==> config.mk <==
export PLATFORM = sky130hd
export DESIGN_NAME = regfile_sb
export DESIGN_NICKNAME = d
export VERILOG_FILES = /design/src/rtl/regfile_sb_pkg.sv /design/src/rtl/regfile_scoreboard.sv /design/src/rtl/regfile_sb.sv
export SDC_FILE = /design/constraint.sdc
export NUM_CORES = 2
export LEC_CHECK = 0
export CAP_MARGIN = 20
export CORE_ASPECT_RATIO = 1.25
export CORE_MARGIN = 5
export CORE_UTILIZATION = 50
export CTS_CLUSTER_SIZE = 16
export DETAILED_ROUTE_END_ITERATION = 10
export PLACE_DENSITY = 0.67
export REMOVE_ABC_BUFFERS = 1
export SLEW_MARGIN = 20
export SYNTH_ARGS = -nofsm -noshare
export SYNTH_HDL_FRONTEND = slang
export SYNTH_SLANG_ARGS = --single-unit
==> constraint.sdc <==
create_clock -name clk -period 3.8 [get_ports clk]
set_input_delay 0.57 -clock clk [delete_from_list [all_inputs] [get_ports clk]]
set_output_delay 0.57 -clock clk [all_outputs]
set_load 0.05 [all_outputs]
==> src/rtl/regfile_sb_pkg.sv <==
// regfile_sb_pkg -- shared constants and packed-port helpers for the
// register file with scoreboard.
//
// Contents:
//   DEFAULT_WORD_SIZE : default data width in bits
//   DEFAULT_NUM_REGS  : default register count
//   packed_width()    : total width of a bus packing several equal ports
//   slice_lo()        : low bit of one port inside such a packed bus
package regfile_sb_pkg;

  localparam int DEFAULT_WORD_SIZE = 32;
  localparam int DEFAULT_NUM_REGS  = 32;

  function automatic int packed_width(input int ports, input int width);
    return ports * width;
  endfunction

  function automatic int slice_lo(input int port, input int width);
    return port * width;
  endfunction

endpackage

==> src/rtl/regfile_scoreboard.sv <==
// regfile_scoreboard -- one pending-write bit per architectural register.
// An issue marks its destination busy; a committed write clears the busy
// bit of its target. Register 0 is never marked busy.
//
// Ports:
//   clk      : clock, rising edge
//   rst      : asynchronous reset, active-low; clears every busy bit
//   wen      : per-write-port enables
//   wd       : packed write indices, port j at [j*AW +: AW]
//   iss_en   : issue strobe
//   iss_rd   : destination index of the issued instruction
//   busy_vec : current scoreboard state, one bit per register
module regfile_scoreboard
  import regfile_sb_pkg::*;
#(
  parameter int NUM_REGS = DEFAULT_NUM_REGS,
  parameter int NUM_WR   = 2,
  parameter int AW       = $clog2(NUM_REGS)
) (
  input  logic                               clk,
  input  logic                               rst,
  input  logic [NUM_WR-1:0]                  wen,
  input  logic [packed_width(NUM_WR,AW)-1:0] wd,
  input  logic                               iss_en,
  input  logic [AW-1:0]                      iss_rd,
  output logic [NUM_REGS-1:0]                busy_vec
);

  logic [NUM_REGS-1:0] set_mask;
  logic [NUM_REGS-1:0] clr_mask;
  logic [NUM_REGS-1:0] busy_next;

  // The set is applied after the clear so that a new producer issued in the
  // same cycle as the old producer's write keeps the register busy.
  always_comb begin
    set_mask = '0;
    clr_mask = '0;
    for (int j = 0; j < NUM_WR; j++) begin
      if (wen[j] && (wd[slice_lo(j, AW) +: AW] != '0)) begin
        clr_mask[wd[slice_lo(j, AW) +: AW]] = 1'b1;
      end
    end
    if (iss_en && (iss_rd != '0)) begin
      set_mask[iss_rd] = 1'b1;
    end
    busy_next    = (busy_vec & ~clr_mask) | set_mask;
    busy_next[0] = 1'b0;
  end

  always_ff @(posedge clk or negedge rst) begin
    if (!rst) begin
      busy_vec <= '0;
    end else begin
      busy_vec <= busy_next;
    end
  end

endmodule

==> src/rtl/regfile_sb.sv <==
// regfile_sb -- multi-ported register file with write-through bypass and a
// pending-write scoreboard. Register 0 is hardwired to zero.
//
// Ports:
//   clk      : clock, rising edge
//   rst      : asynchronous reset, active-low; clears data and scoreboard
//   rs       : packed read indices, port k at [k*AW +: AW]
//   rv       : packed read data, port k at [k*WORD_SIZE +: WORD_SIZE]
//   rbusy    : per-read-port flag, source still waiting on a producer
//   hazard   : any live read port (rs_used) sees a busy source
//   rs_used  : per-read-port liveness
//   wen      : per-write-port enables
//   wd       : packed write indices
//   wdata    : packed write data
//   iss_en   : issue strobe, marks iss_rd pending
//   iss_rd   : issued destination index
//   busy_vec : scoreboard state, one bit per register
module regfile_sb
  import regfile_sb_pkg::*;
#(
  parameter int WORD_SIZE = DEFAULT_WORD_SIZE,
  parameter int NUM_REGS  = DEFAULT_NUM_REGS,
  parameter int NUM_RD    = 2,
  parameter int NUM_WR    = 2,
  parameter int AW        = $clog2(NUM_REGS)
) (
  input  logic                                      clk,
  input  logic                                      rst,
  input  logic [packed_width(NUM_RD,AW)-1:0]        rs,
  output logic [packed_width(NUM_RD,WORD_SIZE)-1:0] rv,
  output logic [NUM_RD-1:0]                         rbusy,
  output logic                                      hazard,
  input  logic [NUM_RD-1:0]                         rs_used,
  input  logic [NUM_WR-1:0]                         wen,
  input  logic [packed_width(NUM_WR,AW)-1:0]        wd,
  input  logic [packed_width(NUM_WR,WORD_SIZE)-1:0] wdata,
  input  logic                                      iss_en,
  input  logic [AW-1:0]                             iss_rd,
  output logic [NUM_REGS-1:0]                       busy_vec
);

  logic [WORD_SIZE-1:0] mem [NUM_REGS];

  logic [AW-1:0]        wr_idx [NUM_WR];
  logic [WORD_SIZE-1:0] wr_val [NUM_WR];
  logic [NUM_WR-1:0]    wr_live;

  // A write is live only when enabled and aimed away from register 0.
  for (genvar j = 0; j < NUM_WR; j++) begin : g_wr
    assign wr_idx[j]  = wd[slice_lo(j, AW) +: AW];
    assign wr_val[j]  = wdata[slice_lo(j, WORD_SIZE) +: WORD_SIZE];
    assign wr_live[j] = wen[j] && (wr_idx[j] != '0);
  end

  // Ports are committed in ascending order so the highest-numbered port
  // wins a same-index collision. mem[0] is reset and never written.
  always_ff @(posedge clk or negedge rst) begin
    if (!rst) begin
      for (int r = 0; r < NUM_REGS; r++) begin
        mem[r] <= '0;
      end
    end else begin
      for (int j = 0; j < NUM_WR; j++) begin
        if (wr_live[j]) begin
          mem[wr_idx[j]] <= wr_val[j];
        end
      end
    end
  end

  // Combinational read with write-through bypass. The bypass loop uses the
  // same ascending priority as the commit. Reset forces zero so a write
  // presented during reset cannot leak through the bypass.
  for (genvar k = 0; k < NUM_RD; k++) begin : g_rd
    logic [AW-1:0]        idx;
    logic [WORD_SIZE-1:0] val;
    logic                 hit;

    assign idx = rs[slice_lo(k, AW) +: AW];

    always_comb begin
      val = mem[idx];
      hit = 1'b0;
      for (int j = 0; j < NUM_WR; j++) begin
        if (wr_live[j] && (wr_idx[j] == idx)) begin
          val = wr_val[j];
          hit = 1'b1;
        end
      end
      if (!rst || (idx == '0)) begin
        val = '0;
      end
    end

    assign rv[slice_lo(k, WORD_SIZE) +: WORD_SIZE] = val;

    // A bypassed source is already available, so it is not reported busy.
    assign rbusy[k] = rst & busy_vec[idx] & ~hit;
  end

  assign hazard = |(rbusy & rs_used);

  regfile_scoreboard #(
    .NUM_REGS (NUM_REGS),
    .NUM_WR   (NUM_WR),
    .AW       (AW)
  ) u_scoreboard (
    .clk      (clk),
    .rst      (rst),
    .wen      (wen),
    .wd       (wd),
    .iss_en   (iss_en),
    .iss_rd   (iss_rd),
    .busy_vec (busy_vec)
  );

endmodule

Yosys cells after proc, flatten, opt, wreduce, memory -nomap -nowiden. Cells that the tools add are included.

Order comparisons: 14. Eq/ne operators: 4. Muxes and demuxes: 37. Bitwise gates (word level): 15. Reduce and logical (&&, ||, !) cells: 21.

Operators by type and width (number): $bwmux W1024 (2); $mux W1024 (2); $mux W32 (15); $bmux W32 S5 (2); $demux W32 S5 (2); $or A32 B32 Y32 (2); $and A32 B32 Y32 (1); $not A32 Y32 (1); $lt A5 B6 Y1 const B (5); $ge A6 B6 Y1 const B (4); $not A5 Y6 (4); $eq A5 B5 Y1 (4); $demux W1 S5 (3); $ge A5 B1 Y1 const B (3); $reduce_bool A5 Y1 (3); $logic_and A1 B1 Y1 (12); $lt A6 B1 Y1 const B (2); $bmux W1 S5 (2); $logic_not A5 Y1 (2); $mux W1 (9); $and A1 B1 Y1 (4); $and A2 B2 Y2 (1); $logic_or A1 B1 Y1 (2); $not A1 Y1 (2); other kinds (2) (2).

Register bits: 1055. Input bits: 96. Output and inout port bits: 99. Word-level logic and storage cells: 124.

Longest topological paths before layout.
Depth after elaboration: 10. Depth in mapped cells: 11. Gate-level depth less buffers: 6.

By module. From an unflattened synthesis, not the netlist that was laid out.

Cells, all modules: 6203. Area, all modules: 66379.9 µm².

Modules (own cells, without submodules): regfile_sb (times used 1, cells each 6050, area each 64720.8 µm², seq. area each 25624.6 µm²); regfile_scoreboard (times used 1, cells each 153, area each 1659.1 µm², seq. area each 775.7 µm²).

Least setup slack after synthesis. No wires, ideal clock.

Kind: input to output. From: input port wd[0]. To: output port hazard. Arrival time: 3.112 ns. Data required time: 3.230 ns. Setup slack: 0.118 ns. Cell stages on the path: 9. Path buffers: 4. Cell sequence: buf_4 -> or2_1 -> buf_2 -> or4_1 -> buf_2 -> nor4b_4 -> buf_6 -> nor4_4 -> a22o_1.

Cells in the longest elaborated chain, start to end: 9. Elaborated cells on any way between the ends: 16. Those cells by class: 2 x eq/ne; 4 x mux; 5 x bitwise; 5 x reduce/logical.

RTL lines: start: declaration (line regfile_sb.sv:35) `input logic [packed_width(NUM_WR,AW)-1:0] wd,`; $reduce_bool A5 Y1 (line regfile_sb.sv:52) `assign wr_live[j] = wen[j] && (wr_idx[j] != '0);`; $logic_and A1 B1 Y1 (line regfile_sb.sv:52); $logic_and A1 B1 Y1 (*) (line regfile_sb.sv:85) `if (wr_live[j] && (wr_idx[j] == idx)) begin`; $mux W1 (*) (2 in a row) (line regfile_sb.sv:85); $not A1 Y1 (*) (line regfile_sb.sv:98) `assign rbusy[k] = rst & busy_vec[idx] & ~hit;`; $and A1 B1 Y1 (*) (line regfile_sb.sv:98); net rbusy[0] (line regfile_sb.sv:31) `output logic [NUM_RD-1:0] rbusy,`; $and A2 B2 Y2 (*) (line regfile_sb.sv:101) `assign hazard = |(rbusy & rs_used);`; $reduce_or A2 Y1 (*) (line regfile_sb.sv:101); end: declaration (line regfile_sb.sv:32) `output logic hazard,`.

The timed path passes the listed nets; every way through them passes the cells marked *.

Worst setup path after layout.
From: input port rs[9]. To: output port rv[52].

Cells in the longest elaborated chain, start to end: 7. Elaborated cells on any way between the ends: 13. Those cells by class: 2 x eq/ne; 6 x mux; 1 x bitwise; 4 x reduce/logical.

RTL lines: start: declaration (line regfile_sb.sv:29) `input logic [packed_width(NUM_RD,AW)-1:0] rs,`; $not A5 Y6 (not written as such) (line regfile_sb.sv:82) `val = mem[idx];`; $bmux W32 S5 (line regfile_sb.sv:82); $mux W32 (not written as such) (2 in a row) (line regfile_sb.sv:82); $mux W32 (2 in a row) (line regfile_sb.sv:85); $mux W32 (*) (line regfile_sb.sv:90) `if (!rst || (idx == '0)) begin`; end: declaration (line regfile_sb.sv:30) `output logic [packed_width(NUM_RD,WORD_SIZE)-1:0] rv,`.

Every way passes the cells marked *; elsewhere a longest branch is shown, timed or not. The select of a mux whose other input is x is not followed.

==> summary.md <==
| Metric | Value |
|---|---|
| Avg WL per Cell | `33.3 um` |
| Design Power | `39.5 mW` |
| Startpoint Class | `input pin` |
| Clock transition at path regs | `0.06 ns` |
| Initial Utilization | `50.5%` |
| CTS Buf Count | `112` |
| Vias in the first global route | `59000` |
| Layout area overhead | `16.4%` |
| Hold Crit Class | `in -> async` |
| DRC | `0` |
| Syn avg cell area | `9.81 sq um` |
| Worst IR Drop VDD | `407 uV` |
| Commonest non-fill, non-tap cell in the layout | `mux2i_1` |
| Min Tclk post-route | `3.83 ns` |
| Share of layout cells above drive strength 1 | `16.9%` |
| Cell Chain, Critical Path | `clkdlybuf4s50_1, buf_6, or4_4, o21ai_4, nand3b_1, buf_12, buf_12, a41oi_1, a221o_2, buf_12` |
| CTS H-tree depth | `3` |
| Pin count of the biggest net entering global routing | `154` |
| Netlist cell types | `62` |
| Cells after Synth | `6798` |
| Crit path capture type | `output port` |
| # setup viols final | `2` |
| Max-slew headroom | `21.6%` |
| CP bufs+invs | `5` |
| Clock tree from TritonCTS | `yes` |
| Post-synth top flop | `dfrtp_1` |
| DIE WIDTH | `337 um` |
| GRT Overall Usage | `39.3%` |
| Setup Crit Path Kind | `in -> out` |
| Vias/cell | `7.05` |
| Gp weighted congestion | `0.963` |
| Netlist Area Pre-Place | `0.0667 sq mm` |
| Via count | `60000` |
| Setup WS post-layout | `-0.0273 ns` |
| Most frequent cells in the layout | `mux2i_1, dfrtp_1, a21oi_1` |
| Layout Cells excl Fill | `8509` |
| Clk buf depth | `3` |
| MaxCap Viol Count | `0` |
| Crit-path max FO | `8` |
| Final Hold Fails | `0` |
| CTS Sinks | `1055` |
| HPWL after DPL | `172000 um` |
| Core ar. | `0.132 sq mm` |
| Final #Nets | `6763` |
| Max-slew violations | `0` |
| Initial DRC Count | `8520` |
| Die height | `418 um` |
| Largest delay contributor family on the critical path | `buffers and inverters` |
| Row Count | `149` |
| Inst Count DP | `8274` |
| Slowest Stage Delay on Critical Path | `0.56 ns` |
| Core Util, Final | `58.7%` |
| Critical Path RT | `3.23 ns` |
| Post-route setup TNS | `-0.0489 ns` |
| Final worst-path cycle share | `101%` |
| IO buf count | `193` |
| Actual slew at the worst max-slew pin | `1.18 ns` |
| Initial antenna violation count | `6` |
| Final ANT Viol Nets | `0` |
| Final worst hold slack | `0.254 ns` |
| Clk_skew | `0 ns` |
| Sequential share of the synthesized area | `39.6%` |
| Number of synthesized flops with an enable pin | `0` |
| Die ar. | `0.141 sq mm` |
| Flops & latches, synth | `1055` |
| Pwr/cell area | `509 mW/mm^2` |
| Drt first pass iters | `9` |
| Clk_lat worst skew | `0.76 ns` |
| Async SR Flop Fraction | `100%` |
| GRT overflow | `0` |
| Ys Warns | `0` |
| Status | `complete, but fails checks` |
| LEAKAGE | `33.7 nW` |
| Worst path arrival time | `3.26 ns` |
| Worst path slowest cell | `or4_4` |
| First-pass GRT wire length | `408000 um` |
| Clock root cell | `clkbuf_16` |
| IO Pins | `195` |
| Max frequency | `0.261 GHz` |
| Failing checks | `negative setup slack` |
| CP most frequent cell | `buf_12` |
| Routed WL | `284000 um` |
==> per-stage QoR <==
stage / area [sq um] / worst slack, ns
global placement: 73100 / -0.445
floorplan: 63300 / -1.62
detailed placement: 73100 / -0.424
CTS: 77400 / 0.0123
global route: 77600 / -0.00966
finish: 77600 / -0.0273
==> repair_timing <==
action	4_1_cts	5_1_grt
buffers inserted	5	8
gates cloned	1	2
hold buffers	0	0
pin swaps	5	10
endpoints found under the setup margin	39	43
gates resized for setup	35	22
==> report_power, final <==
group	total [mW]	switching [mW]	internal, mW
registers	16.8	2.63	14.2
clock network	12.0	5.07	6.93
logic	10.7	5.40	5.33
total	39.5	13.1	26.4
==> flip-flops by register name, summed over array words and instances (netlist names) <==
signal and flops:
u_scoreboard.busy_vec 31, mem 1024
==> cell usage after synthesis, drive strengths merged (2+ instances only) <==
master / n / share of area [%]
clkbuf: 555 / 3.1
or2: 4 / 0.038
or3: 2 / 0.019
mux4: 285 / 9.6
xor2: 13 / 0.17
buf: 294 / 2.0
nand4: 18 / 0.17
a2111oi: 3 / 0.039
a221o: 32 / 0.48
nand2b: 11 / 0.10
xnor2: 7 / 0.092
a221oi: 22 / 0.29
nor4bb: 3 / 0.045
nor3b: 5 / 0.064
o211ai: 2 / 0.023
dfrtp: 1055 / 40
nand3b: 2 / 0.023
and2: 46 / 0.43
o21ai: 304 / 2.3
a32o: 13 / 0.20
nor2b: 18 / 0.17
nor3: 33 / 0.29
inv: 4 / 0.023
nand4b: 6 / 0.079
nand3: 86 / 0.65
nor2: 709 / 4.0
a41oi: 32 / 0.42
and3: 2 / 0.019
a31oi: 63 / 0.59
o22ai: 34 / 0.32
mux2i: 1402 / 21
nand2: 539 / 3.0
a22oi: 264 / 3.0
a21boi: 2 / 0.023
nor4b: 5 / 0.088
a21oi: 858 / 6.4
nor4: 5 / 0.079
or4: 3 / 0.034
mux2: 45 / 0.76
==> worst min-delay path: cells and delay by family <==
family / cells / cell delay (ns)
buf+inv: 3 / 0.83
==> layer usage <==
layer,vias up,wire (um),GRT usage (%)
li1,24400,-,-
met1,29300,99900,50.1
met2,4851,118000,56.2
met3,1429,41000,13.6
met4,4,24500,26.7
met5,-,62,0.240
==> worst paths after layout <==
check,startpoint,end,slack [ns],depth (start not counted)
worst min-delay path,rst,mem[1000],0.25,3
worst max register to register,mem[634],mem[634],2.91,3
worst min register to register,mem[999],mem[999],0.41,0
worst max-delay path,rs[9],rv[52],-0.03,10
min in group clk,mem[999],mem[999],0.41,0
max in group asynchronous,rst,mem[20],1.89,4
==> final cells by class <==
class / count / area [sq um]
fill: 10900 / 54600
multi-input combinational: 4890 / 37700
tap: 1736 / 2170
sequential: 1055 / 26400
clock buffer: 155 / 3250
inverter: 4 / 15.0
timing repair buffer: 604 / 7370
clock inverter: 57 / 711
antenna: 8 / 20.0
==> cells by family after synthesis <==
group	count (synthesis)	synth area share (%)
buf+inv	853	5.16
other cells	1	0.00562
simple gates	1499	9.37
compound gates	1638	14.2
mux	1732	31.4
flops	1055	39.6
xor+xnor	20	0.263
Note: power is estimated with default switching activity, not from simulation.
